$ cat src/rtl/holy_core_pkg.sv
// Shared types for the memory-port to AXI4-Lite bridge: response codes,
// transaction kinds and the response error decode.
package holy_core_pkg;

  typedef enum logic [1:0] {
    OKAY   = 2'b00,
    EXOKAY = 2'b01,
    SLVERR = 2'b10,
    DECERR = 2'b11
  } axil_resp_t;

  typedef enum logic {
    TXN_READ  = 1'b0,
    TXN_WRITE = 1'b1
  } txn_type_e;

  function automatic logic resp_is_error(input logic [1:0] resp);
    return (axil_resp_t'(resp) == SLVERR) || (axil_resp_t'(resp) == DECERR);
  endfunction

endpackage

$ cat src/rtl/mem_to_axil_bridge_fifo.sv
// Order-tracking FIFO of transaction kinds; one entry per accepted request,
// popped when its response (or timeout) retires it.
module axil_txn_fifo
  import holy_core_pkg::*;
#(
  parameter int unsigned DEPTH = 4
) (
  input  logic      clk,
  input  logic      rst_n,
  input  logic      push_i,
  input  logic      pop_i,
  input  txn_type_e data_i,
  output txn_type_e head_o,
  output logic      full_o,
  output logic      empty_o
);

  localparam int unsigned PTR_W = (DEPTH > 1) ? $clog2(DEPTH) : 1;
  localparam int unsigned CNT_W = $clog2(DEPTH) + 1;

  txn_type_e        mem_q [DEPTH];
  logic [PTR_W-1:0] wptr_q, wptr_d, rptr_q, rptr_d;
  logic [CNT_W-1:0] count_q, count_d;

  function automatic logic [PTR_W-1:0] ptr_inc(input logic [PTR_W-1:0] p);
    return (p == PTR_W'(DEPTH - 1)) ? '0 : p + 1'b1;
  endfunction

  always_comb begin
    wptr_d  = push_i ? ptr_inc(wptr_q) : wptr_q;
    rptr_d  = pop_i  ? ptr_inc(rptr_q) : rptr_q;
    count_d = count_q + CNT_W'(push_i) - CNT_W'(pop_i);
  end

  always_ff @(posedge clk or negedge rst_n) begin
    if (!rst_n) begin
      wptr_q  <= '0;
      rptr_q  <= '0;
      count_q <= '0;
      for (int unsigned i = 0; i < DEPTH; i++) mem_q[i] <= TXN_READ;
    end else begin
      wptr_q  <= wptr_d;
      rptr_q  <= rptr_d;
      count_q <= count_d;
      if (push_i) mem_q[wptr_q] <= data_i;
    end
  end

  assign head_o  = mem_q[rptr_q];
  assign full_o  = (count_q == CNT_W'(DEPTH));
  assign empty_o = (count_q == '0);

endmodule

$ cat src/rtl/mem_to_axil_bridge.sv
// req/gnt memory port to AXI4-Lite master with in-order responses.
// Optional watchdog on the head transaction: define MEM_AXIL_TIMEOUT_EN.
module mem_to_axil_bridge
  import holy_core_pkg::*;
#(
  parameter int unsigned ADDR_W          = 32,
  parameter int unsigned DATA_W          = 32,
  parameter int unsigned MAX_OUTSTANDING = 4,
  parameter logic [2:0]  AXI_PROT        = 3'b000,
  parameter int unsigned TIMEOUT_CYCLES  = 1024,
  localparam int unsigned STRB_W         = DATA_W / 8
) (
  input  logic              clk,
  input  logic              rst_n,
  input  logic              mem_req_i,
  input  logic [ADDR_W-1:0] mem_addr_i,
  input  logic              mem_we_i,
  input  logic [DATA_W-1:0] mem_wdata_i,
  input  logic [STRB_W-1:0] mem_be_i,
  output logic              mem_gnt_o,
  output logic              mem_rsp_valid_o,
  output logic [DATA_W-1:0] mem_rsp_rdata_o,
  output logic              mem_rsp_error_o,
  output logic [ADDR_W-1:0] m_aw_addr,
  output logic [2:0]        m_aw_prot,
  output logic              m_aw_valid,
  input  logic              m_aw_ready,
  output logic [DATA_W-1:0] m_w_data,
  output logic [STRB_W-1:0] m_w_strb,
  output logic              m_w_valid,
  input  logic              m_w_ready,
  input  logic [1:0]        m_b_resp,
  input  logic              m_b_valid,
  output logic              m_b_ready,
  output logic [ADDR_W-1:0] m_ar_addr,
  output logic [2:0]        m_ar_prot,
  output logic              m_ar_valid,
  input  logic              m_ar_ready,
  input  logic [DATA_W-1:0] m_r_data,
  input  logic [1:0]        m_r_resp,
  input  logic              m_r_valid,
  output logic              m_r_ready
);

  if (MAX_OUTSTANDING < 1 || (MAX_OUTSTANDING & (MAX_OUTSTANDING - 1)) != 0 ||
      TIMEOUT_CYCLES < 2) begin : g_bad_cfg
    $error("mem_to_axil_bridge: invalid MAX_OUTSTANDING or TIMEOUT_CYCLES");
  end

  localparam int unsigned CNT_W = $clog2(MAX_OUTSTANDING) + 1;

  logic              ar_pend_q, ar_pend_d, aw_pend_q, aw_pend_d, w_pend_q, w_pend_d;
  logic [ADDR_W-1:0] addr_q, addr_d;
  logic [DATA_W-1:0] wdata_q, wdata_d;
  logic [STRB_W-1:0] strb_q, strb_d;
  logic              rsp_valid_q, rsp_valid_d, rsp_error_q, rsp_error_d;
  logic [DATA_W-1:0] rsp_rdata_q, rsp_rdata_d;

  logic      fifo_full, fifo_empty, fifo_pop, accept;
  txn_type_e fifo_head;
  logic      r_drop, b_drop, r_hs, b_hs, r_pop, b_pop, to_fire;

  axil_txn_fifo #(.DEPTH(MAX_OUTSTANDING)) u_fifo (
    .clk     (clk),
    .rst_n   (rst_n),
    .push_i  (accept),
    .pop_i   (fifo_pop),
    .data_i  (mem_we_i ? TXN_WRITE : TXN_READ),
    .head_o  (fifo_head),
    .full_o  (fifo_full),
    .empty_o (fifo_empty)
  );

  // Late responses owed to timed-out entries are drained ahead of the head.
  assign m_r_ready = r_drop || (!fifo_empty && fifo_head == TXN_READ);
  assign m_b_ready = b_drop || (!fifo_empty && fifo_head == TXN_WRITE);
  assign r_hs      = m_r_valid && m_r_ready;
  assign b_hs      = m_b_valid && m_b_ready;
  assign r_pop     = r_hs && !r_drop;
  assign b_pop     = b_hs && !b_drop;
  assign fifo_pop  = r_pop || b_pop || to_fire;

  assign mem_gnt_o = mem_req_i && (!fifo_full || fifo_pop) &&
                     !aw_pend_q && !w_pend_q && !ar_pend_q;
  assign accept    = mem_gnt_o;

`ifdef MEM_AXIL_TIMEOUT_EN
  localparam int unsigned TO_W = $clog2(TIMEOUT_CYCLES + 1);
  logic [TO_W-1:0]  to_cnt_q, to_cnt_d;
  logic [CNT_W-1:0] drop_r_q, drop_r_d, drop_w_q, drop_w_d;

  assign r_drop  = (drop_r_q != '0);
  assign b_drop  = (drop_w_q != '0);
  assign to_fire = !fifo_empty && !r_pop && !b_pop &&
                   (to_cnt_q == TO_W'(TIMEOUT_CYCLES - 1));

  always_comb begin
    to_cnt_d = (fifo_pop || fifo_empty) ? '0 : to_cnt_q + 1'b1;
    drop_r_d = drop_r_q + CNT_W'(to_fire && fifo_head == TXN_READ)
                        - CNT_W'(r_hs && r_drop);
    drop_w_d = drop_w_q + CNT_W'(to_fire && fifo_head == TXN_WRITE)
                        - CNT_W'(b_hs && b_drop);
  end

  always_ff @(posedge clk or negedge rst_n) begin
    if (!rst_n) begin
      to_cnt_q <= '0;
      drop_r_q <= '0;
      drop_w_q <= '0;
    end else begin
      to_cnt_q <= to_cnt_d;
      drop_r_q <= drop_r_d;
      drop_w_q <= drop_w_d;
    end
  end
`else
  assign r_drop  = 1'b0;
  assign b_drop  = 1'b0;
  assign to_fire = 1'b0;
`endif

  // One address phase at a time, so AW and AR share the latched address.
  always_comb begin
    ar_pend_d = ar_pend_q;
    aw_pend_d = aw_pend_q;
    w_pend_d  = w_pend_q;
    addr_d    = addr_q;
    wdata_d   = wdata_q;
    strb_d    = strb_q;
    if (ar_pend_q && m_ar_ready) ar_pend_d = 1'b0;
    if (aw_pend_q && m_aw_ready) aw_pend_d = 1'b0;
    if (w_pend_q && m_w_ready)   w_pend_d  = 1'b0;
    if (accept) begin
      addr_d = mem_addr_i;
      if (mem_we_i) begin
        aw_pend_d = 1'b1;
        w_pend_d  = 1'b1;
        wdata_d   = mem_wdata_i;
        strb_d    = mem_be_i;
      end else begin
        ar_pend_d = 1'b1;
      end
    end
  end

  always_comb begin
    rsp_valid_d = fifo_pop;
    rsp_rdata_d = r_pop ? m_r_data : '0;
    rsp_error_d = 1'b0;
    if (r_pop)        rsp_error_d = resp_is_error(m_r_resp);
    else if (b_pop)   rsp_error_d = resp_is_error(m_b_resp);
    else if (to_fire) rsp_error_d = 1'b1;
  end

  always_ff @(posedge clk or negedge rst_n) begin
    if (!rst_n) begin
      ar_pend_q   <= 1'b0;
      aw_pend_q   <= 1'b0;
      w_pend_q    <= 1'b0;
      addr_q      <= '0;
      wdata_q     <= '0;
      strb_q      <= '0;
      rsp_valid_q <= 1'b0;
      rsp_rdata_q <= '0;
      rsp_error_q <= 1'b0;
    end else begin
      ar_pend_q   <= ar_pend_d;
      aw_pend_q   <= aw_pend_d;
      w_pend_q    <= w_pend_d;
      addr_q      <= addr_d;
      wdata_q     <= wdata_d;
      strb_q      <= strb_d;
      rsp_valid_q <= rsp_valid_d;
      rsp_rdata_q <= rsp_rdata_d;
      rsp_error_q <= rsp_error_d;
    end
  end

  assign m_aw_addr       = addr_q;
  assign m_aw_prot       = AXI_PROT;
  assign m_aw_valid      = aw_pend_q;
  assign m_w_data        = wdata_q;
  assign m_w_strb        = strb_q;
  assign m_w_valid       = w_pend_q;
  assign m_ar_addr       = addr_q;
  assign m_ar_prot       = AXI_PROT;
  assign m_ar_valid      = ar_pend_q;
  assign mem_rsp_valid_o = rsp_valid_q;
  assign mem_rsp_rdata_o = rsp_rdata_q;
  assign mem_rsp_error_o = rsp_error_q;

endmodule

$ cat config.mk
export PLATFORM = sky130hd
export DESIGN_NAME = mem_to_axil_bridge
export DESIGN_NICKNAME = d
export VERILOG_FILES = /design/src/rtl/holy_core_pkg.sv /design/src/rtl/mem_to_axil_bridge_fifo.sv /design/src/rtl/mem_to_axil_bridge.sv
export SDC_FILE = /design/constraint.sdc
export NUM_CORES = 1
export LEC_CHECK = 0
export CORE_ASPECT_RATIO = 1.75
export CORE_UTILIZATION = 39
export CTS_CLUSTER_SIZE = 28
export DETAILED_ROUTE_END_ITERATION = 8
export PLACE_DENSITY = 0.81
export SLEW_MARGIN = 40
export SYNTH_ARGS = -nofsm -noshare
export SYNTH_HDL_FRONTEND = slang
export SYNTH_HIERARCHICAL = 1
export SYNTH_SLANG_ARGS = --single-unit
$ cat constraint.sdc
create_clock -name clk -period 3.75 [get_ports clk]
set_clock_uncertainty 0.15 [all_clocks]
set_input_delay 1.125 -clock clk [delete_from_list [all_inputs] [get_ports clk]]
set_output_delay 1.125 -clock clk [all_outputs]
set_load 0.05 [all_outputs]
---- After elaboration in Yosys (flattened, before gate mapping) ----
Index checks and enable logic that the tools add are counted.
word-level totals
  register bits after elaboration ......... 116
  input port bits ......................... 113
  logic and storage cells ................. 77
cells by class
  $add $sub $neg .......................... 4
  order comparisons ....................... 3
  eq/ne operators ......................... 7
  multiplexer cells ....................... 21
  bitwise gates (word level) .............. 3
  reductions and logical operators ........ 23
operator list
  operator                                                   number
  2-to-1 mux 32 bit                                          1
  2-to-1 mux 1 bit                                           15
  equality test 2 bit (second input constant)                6
  logical AND 1 bit                                          12
  greater-or-equal comparator 3 bit (second input constant)  2
  NOT 2 -> 3 bit                                             2
  logical NOT 1 bit                                          5
  adder 2 x 1 -> 2 bit (second input constant)               2
  bitwise mux 4 bit                                          1
  logical OR 1 bit                                           4
  2-to-1 mux 2 bit                                           2
  adder 3 x 1 -> 3 bit                                       1
  equality test 3 bit (second input constant)                1
  logical NOT 3 bit                                          1
  < comparator 3 x 1 -> 1 bit (second input constant)        1
  subtractor 3 x 1 -> 3 bit                                  1
  binary-select mux 1 bit (select 2 bit)                     1
  demux 1 bit (select 2 bit)                                 1
  AND reduction 2 bit                                        1
  NOT 1 bit                                                  1

---- Logic depth before layout (Yosys ltp) ----
Gate-level depths: netlist (run 1).
  depth after elaboration ................. 15
  depth in mapped cells ................... 10
  gate-level depth less buffers ........... 10

---- By module ----
The synthesis (run 1) kept the hierarchy.
by module, submodules not included
  module              instances  cells each  area each (um2)
  mem_to_axil_bridge  1          274         4096.4
  axil_txn_fifo       1          45          570.5

---- Worst setup path before layout (run 1) ----
No wires, ideal clock.
  path kind ............................... in2out
  start ................................... input port mem_req_i
  end ..................................... output port mem_gnt_o
  arrival ................................. 2276 ps
  slack ................................... 199 ps
  stages .................................. 3
  cells stage by stage .................... or4b_4 -> a31oi_4 -> buf_2
on the way
  word-level cells in the longest chain between the ends .. 4
RTL lines
  what                            line                      text
  start: declaration              mem_to_axil_bridge.sv:15  input logic mem_req_i,
  logical AND 1 bit (2 in a row)  mem_to_axil_bridge.sv:83  assign mem_gnt_o = mem_req_i && (!fifo_full || fifo_pop) &&
  logical AND 1 bit (2 in a row)  mem_to_axil_bridge.sv:84  !aw_pend_q && !w_pend_q && !ar_pend_q;
  end: declaration                mem_to_axil_bridge.sv:20  output logic mem_gnt_o,
No other way between the ends.

---- Worst setup path in the final report (run 1) ----
  start ................................... register u_fifo.rptr_q[0]
  end ..................................... output port mem_gnt_o
on the way
  word-level cells in the longest chain between the ends .. 13
  elaborated cells between the ends (all ways) .. 15
  those cells by class .................... 3 x mux; 2 x bitwise; 10 x reduce/logical
RTL lines
  what                                                   line                           text
  start: declaration                                     mem_to_axil_bridge_fifo.sv:22  logic [PTR_W-1:0] wptr_q, wptr_d, rptr_q, rptr_d;
  start signal: assignment                               mem_to_axil_bridge_fifo.sv:43  rptr_q <= rptr_d;
  NOT 2 -> 3 bit (not written as such) *                 mem_to_axil_bridge_fifo.sv:49  assign head_o = mem_q[rptr_q];
  binary-select mux 1 bit (select 2 bit) *               mem_to_axil_bridge_fifo.sv:49
  2-to-1 mux 1 bit (not written as such) * (2 in a row)  mem_to_axil_bridge_fifo.sv:49
  via fifo_head                                          mem_to_axil_bridge.sv:60       txn_type_e fifo_head;
  NOT 1 bit                                              mem_to_axil_bridge.sv:75       assign m_r_ready = r_drop || (!fifo_empty && fifo_head == TXN_READ);
  logical AND 1 bit                                      mem_to_axil_bridge.sv:75
  logical AND 1 bit                                      mem_to_axil_bridge.sv:77       assign r_hs = m_r_valid && m_r_ready;
  logical OR 1 bit *                                     mem_to_axil_bridge.sv:81       assign fifo_pop = r_pop || b_pop || to_fire;
  logical OR 1 bit *                                     mem_to_axil_bridge.sv:83
  logical AND 1 bit * (2 in a row)                       mem_to_axil_bridge.sv:83
  logical AND 1 bit * (2 in a row)                       mem_to_axil_bridge.sv:84
The timed path passes the listed nets; every way through them passes the cells marked *. The select of a mux whose other input is x is not followed.

==> impl_metrics.yaml, run 1 <==
synth:
  async_set_or_reset_flop_fraction_in_the_synthesized_netlist: 1.00
  netlist_instances: 319
  count_of_state_elements_after_synthesis: 116
  synthesis.yosys.warnings: 6
  dominantRegCellSynth: "sky130_fd_sc_hd__dfrtp_1"
  synth.cell_area_sq_um: 4670
  synth.top_cell.area_share: 0.622
  syn_avg_cell_area_sq_um: 14.6
  synth_cell_types: 29
  synth-seq-area-share: 0.622
  synth_enable_flop_cells: 0
  synthTopCellsByArea: "sky130_fd_sc_hd__dfrtp_1 (62%), sky130_fd_sc_hd__mux2_2 (14%), sky130_fd_sc_hd__buf_4 (6.3%)"
  post-synth-top-area-cell: "sky130_fd_sc_hd__dfrtp_1"
global_route:
  pin_count_of_the_biggest_net_entering_global_routing: 70
  grt_remaining_overflow: 0
  grt_pass1_vias: 3589
  global_route_wire_length_before_repair_mm: 18.9
  gr_usage_total: 0.202
  antenna_found_initial: 0
route:
  post_drt_wl_per_cell_um: 17.1
  number_of_design_rule_violations_left_after_detail_routing: 19
  antenna_left: 0
  dr.max_layer_used: "met4"
  wl_met1_mm: 4.06
  detailedRoute.firstIterationViolations: 93
  via_count: 3336
  met3_length_um: 748
  detail_route.first_pass.iterations: 6
  met2_length_mm: 6.81
  detail_route.vias_per_cell: 4.75
  wl_mm: 12.0
clocking:
  clock_tree_from_tritoncts: "done"
  clk_pin_slew_ps: 60
  clock_tree_root_driver_cell: "sky130_fd_sc_hd__clkbuf_16"
  numCtsBuffers: 17
  cts_num_sinks: 116
  insertion_delay_to_the_later_sink_of_the_worst_skew_pair_ps: 400
  deepest_clock_path_buffer_count: 2
  htree_num_levels: 4
sta:
  worst_pin_slew_ps: 645
  fin_hold_ws_ps: 339
  period_minus_slack_ps: 3640
  post-route-period-util: 0.970
  slew_headroom: 0.569
  setup_slack_ps: 112
  hold_viol_final: 0
  rsz0062_at_grt: "false"
  setup-violations-final: 0
  maxSlewViolCount: 0
  timing.fmax_mhz: 275
job:
  drv.max_cap_violation_count: 0
die:
  die_height_um: 147
  num_rows: 52
  core_area_sq_um: 11600
  io-pin-count: 259
  die_area_sq_um: 12400
  die_width_um: 84.7
  floorplan.initialDensity: 0.403
layout:
  layout-drive-gt1-share: 0.189
  area.growth.synth_to_final_pct: 65.4
  nFillCells: 859
  final_common_cell: "sky130_fd_sc_hd__clkdlybuf4s50_1"
  final_nets: 675
  antenna_cells: 0
  most-common-layout-cells: "sky130_fd_sc_hd__clkdlybuf4s50_1 (244), sky130_fd_sc_hd__dfrtp_1 (116), sky130_fd_sc_hd__mux2_2 (56), sky130_fd_sc_hd__and3_1 (32), sky130_fd_sc_hd__mux2_1 (18)"
placement:
  place.gp.congestion: 0.718
  dp_slack_ps: -26.5
  detailed_place_hpwl_mm: 9.17
  portBuffers: 250
worst_setup_path:
  cp-end-kind: "output port"
  r2r_cells: 11
  crit-reg2reg-capture: "u_fifo/count_q[2]"
  worstReg2RegStart: "u_fifo/rptr_q[0]"
  startpoint_class: "register"
  critical_path.max_fanout: 4
  setup.reg_to_reg.worst_slack_ps: 580
  setup.worst_path.class: "register to output port"
  critical_path_arrival_ps: 2360
  crit_required_ps: 2470
worst_hold_path:
  worst_hold_startpoint: "m_w_data[29]"
  holdPathStages: 1
  min_path_type: "register to register"
  hold_path_end: "m_w_data[29]"
status:
  failed_checks: "design-rule violations"
  status: "finished, violations left"
==> cell usage after synthesis, drive strengths merged (2+ instances only) <==
| cell | count |
|---|---|
| or3b | 2 |
| ha | 7 |
| clkbuf | 6 |
| inv | 10 |
| buf | 45 |
| a21o | 2 |
| dfrtp | 116 |
| mux2 | 74 |
| o21ai | 2 |
| and3 | 32 |
| nor2 | 2 |
| xnor2 | 2 |
| nand2 | 6 |
==> flip-flops by register name, summed over array words and instances (netlist names) <==
name             count
mem_rsp_error_o      1
u_fifo/count_q       3
m_ar_valid           1
mem_rsp_valid_o      1
u_fifo/rptr_q        2
m_w_data            32
m_w_strb             4
m_ar_addr           32
u_fifo/mem_q         4
mem_rsp_rdata_o     32
m_aw_valid           1
m_w_valid            1
u_fifo/wptr_q        2
==> worst max-delay path, stage by stage (launching register included) <==
cell and delay [ps]:
sky130_fd_sc_hd__dfrtp_1 400, sky130_fd_sc_hd__mux4_1 680, sky130_fd_sc_hd__or3b_4 440, sky130_fd_sc_hd__a31oi_4 260, sky130_fd_sc_hd__buf_12 170
==> metal layers <==
metal | GRT usage | up-vias
met4 | 0.103 | 0
met1 | 0.200 | 1619
met5 | 0 | -
li1 | - | 1523
met2 | 0.380 | 168
met3 | 0.0511 | 26
==> worst max-delay path by stage <==
stage	start	end	slack, ps	depth (start not counted)
after floorplan	mem_req_i	mem_gnt_o	200	3
after global placement	m_r_valid	mem_gnt_o	-20	4
after detailed placement	m_r_valid	mem_gnt_o	-30	4
after CTS	mem_req_i	mem_gnt_o	10	4
after global routing	u_fifo/rptr_q[0]	mem_gnt_o	20	4
final	u_fifo/rptr_q[0]	mem_gnt_o	110	4
==> cell families after synthesis <==
kind of cell               Yosys count  synth area share
AOI/OAI and AO/OA                    8            0.0172
xor gates and xnor gates             2           0.00375
adders and majority gates            8            0.0231
buffers and inverters               61            0.0861
DFF                                116             0.622
muxes                               75             0.184
other                                1          0.000804
and+or+nand+nor                     48            0.0630
==> what timing repair did <==
item	4_1_cts	5_1_grt
gates resized for setup	2	2
pin swaps	1	0
buffers inserted	1	0
setup endpoints to repair	1	2
hold buffers	0	0
==> cell type report <==
| type | count | area [sq um] | area share |
|---|---|---|---|
| sequential | 116 | 2900 | 0.376 |
| multi-input combinational | 147 | 1400 | 0.181 |
| tap | 135 | 169 | 0.0219 |
| inverter | 10 | 37.5 | 0.00486 |
| clock inverter | 13 | 124 | 0.0160 |
| timing repair buffer | 262 | 2640 | 0.342 |
| clock buffer | 19 | 453 | 0.0587 |
==> per-stage QoR <==
step	cells	TNS (ps)	utilization	instance area [sq um]
2_1_floorplan	324	0	-	4690
6_report	702	0	0.667	7720
4_1_cts	702	0	0.666	7710
3_3_place_gp	669	-17.5	0.616	7130
5_1_grt	702	0	0.667	7720
3_5_place_dp	669	-26.5	0.616	7130
Power of run 1 is left out: the tool's default activity adds up to more than one toggle a clock period on the data nets, which glitch-free logic cannot reach.
==> run 2: changes to the inputs <==
Settings changed: CELL_PAD_IN_SITES_DETAIL_PLACEMENT set to 1, CELL_PAD_IN_SITES_GLOBAL_PLACEMENT set to 1, CORE_UTILIZATION 39 to 27, PLACE_DENSITY 0.81 to not set, PLACE_DENSITY_LB_ADDON set to 0.1, SLEW_MARGIN 40 to not set.
Clock period 3.75 ns to 3.3 ns, I/O delays scaled along.
==> run 2 against run 1 <==
Net effect:
- the run ends with negative setup slack left
- highest routed layer unchanged
- final cell count grew 14%
- count of clock-buffer cells in the layout grew 1
- non-clock buffer count grew 5
- via count grew 1.6%
- sequential share of layout area shrank 0.76 points
- wire length grew 11%
- die area grew 44%
- design area grew 2.1%
==> impl_metrics.yaml, run 2 (synthesis gave the netlist of run 1 again) <==
worst_setup_path:
  r2r_cells: 10
  worstPathBufferInverterCount: 1
  critical-path-max-stage-delay_ps: 560
  cp_top_family: "multiplexers"
  startpoint_class: "register"
  critical_path.slowest_cell: "sky130_fd_sc_hd__mux4_2"
  cp-end-kind: "output port"
  crit_required_ps: 2160
  critical_path.max_fanout: 2
  critical_path_cell_count: 4
  critical_path_arrival_ps: 2180
  setup.worst_path.class: "register to output port"
  timing.critical_path.cells: "mux4_2 > or3b_4 > a31oi_4 > buf_12"
status:
  status: "finished, violations left"
  failed_checks: "negative setup slack"
global_route:
  grt_pass1_vias: 3649
  pin_count_of_the_biggest_net_entering_global_routing: 51
  antenna_found_initial: 1
  grt_remaining_overflow: 0
  global_route_wire_length_before_repair_mm: 20.4
  gr_usage_total: 0.156
sta:
  setup_slack_ps: -22.0
  worst_pin_slew_ps: 650
  post-route-period-util: 1.01
  rsz0062_at_grt: "true"
  period_minus_slack_ps: 3320
  maxSlewViolCount: 0
  slew_headroom: 0.566
  setup-violations-final: 1
  timing.fmax_mhz: 301
  hold_viol_final: 0
job:
  drv.max_cap_violation_count: 0
clocking:
  insertion_delay_to_the_later_sink_of_the_worst_skew_pair_ps: 400
  deepest_clock_path_buffer_count: 2
  cts_num_sinks: 116
  htree_num_levels: 4
  numCtsBuffers: 17
  cts_hold_buf: 0
  clock_tree_root_driver_cell: "sky130_fd_sc_hd__clkbuf_16"
  clk_pin_slew_ps: 50
  clock_tree_from_tritoncts: "done"
route:
  wl_mm: 13.3
  via_count: 3389
  detailedRoute.firstIterationViolations: 67
  detail_route.first_pass.iterations: 4
  post_drt_wl_per_cell_um: 16.7
  antenna_left: 0
  number_of_design_rule_violations_left_after_detail_routing: 0
  detail_route.vias_per_cell: 4.25
layout:
  final-seq-area_sq_um: 2900
  final_common_cell: "sky130_fd_sc_hd__clkdlybuf4s50_1"
  final_util: 0.465
  layout-drive-gt1-share: 0.193
  nFillCells: 1757
  most-common-layout-cells: "sky130_fd_sc_hd__clkdlybuf4s50_1 (244), sky130_fd_sc_hd__dfrtp_1 (116), sky130_fd_sc_hd__mux2_2 (56), sky130_fd_sc_hd__and3_1 (32), sky130_fd_sc_hd__mux2_1 (18)"
  area.growth.synth_to_final_pct: 68.8
  multi_input_comb_area_sq_um: 1390
  final_nets: 680
worst_hold_path:
  min_path_type: "register to register"
  holdPathStages: 1
placement:
  detailed_place_hpwl_mm: 9.99
  portBuffers: 250
  place.gp.congestion: 0.705
die:
  die_area_sq_um: 17800
  core_area_sq_um: 16900
  io-pin-count: 259
  die_height_um: 176
  floorplan.initialDensity: 0.275
  num_rows: 63
  die_width_um: 101
[run 2: cell count changes in the layout (fill, tap and decap cells not counted), sizes merged, moves of 2 or more]
| cell | before | now |
|---|---|---|
| dlymetal6s2s | 2 | 0 |
| inv | 14 | 10 |
| buf | 15 | 21 |
| bufinv | 1 | 3 |
| clkinvlp | 6 | 2 |
| clkinv | 2 | 5 |
[run 2: final timing paths]
check / from / to / slack, ps
min reg2reg: m_w_data[14] / m_w_data[14] / 330
max: u_fifo/rptr_q[0] / mem_gnt_o / -20
min: m_w_data[14] / m_w_data[14] / 330
max reg2reg: u_fifo/rptr_q[0] / u_fifo/count_q[2] / 310
min in group asynchronous: rst_n / m_w_data[16] / 410
max in group asynchronous: rst_n / m_w_strb[2] / 1780
[run 2: final cells by class]
cell class / count / share of cell area
inverter: 10 / 0.00476
multi-input combinational: 147 / 0.177
clock inverter: 10 / 0.0170
clock buffer: 20 / 0.0567
antenna: 1 / 0.000318
timing repair buffer: 267 / 0.340
sequential: 116 / 0.368
tap: 227 / 0.0360
[run 2: routing by layer]
layer	up-vias	GRT usage	part of all wire	wire [um]
li1	1522	-	-	-
met1	1714	0.158	0.34	4540
met2	135	0.295	0.58	7760
met3	18	0.0390	0.053	701
met4	0	0.0658	0.024	326
met5	-	0	0	0
[run 2: worst reg2reg max path, delay by kind of cell (launching register included)]
kind / cells / cell delay [ps]
adders and majority gates: 2 / 500
buffers and inverters: 3 / 320
and+or+nand+nor: 1 / 430
xor gates and xnor gates: 2 / 320
muxes: 1 / 560
AOI/OAI and AO/OA: 1 / 250
DFF: 1 / 380
[run 2: stage by stage]
stage                     instances  setup WS, ps  cell area [sq um]  hold WS (ps)  TNS (ps)
after floorplan                 324           148               4690           320         0
after global placement          762          -252               7260           320     -5220
after detailed placement        762          -275               7260           328     -5900
after CTS                       796         -96.1               7870           340     -96.1
after global routing            798         -93.2               7880           359     -93.2
final                           798         -22.0               7880           335     -22.0
[run 2: what timing repair did]
| action | in CTS | in global routing |
|---|---|---|
| pin swaps | 1 | 1 |
| gates resized for setup | 4 | 0 |
| hold endpoints to repair | 0 | 0 |
| setup endpoints to repair | 1 | 1 |
| buffers inserted | 4 | 1 |
Power of run 2 is left out for the same reason.
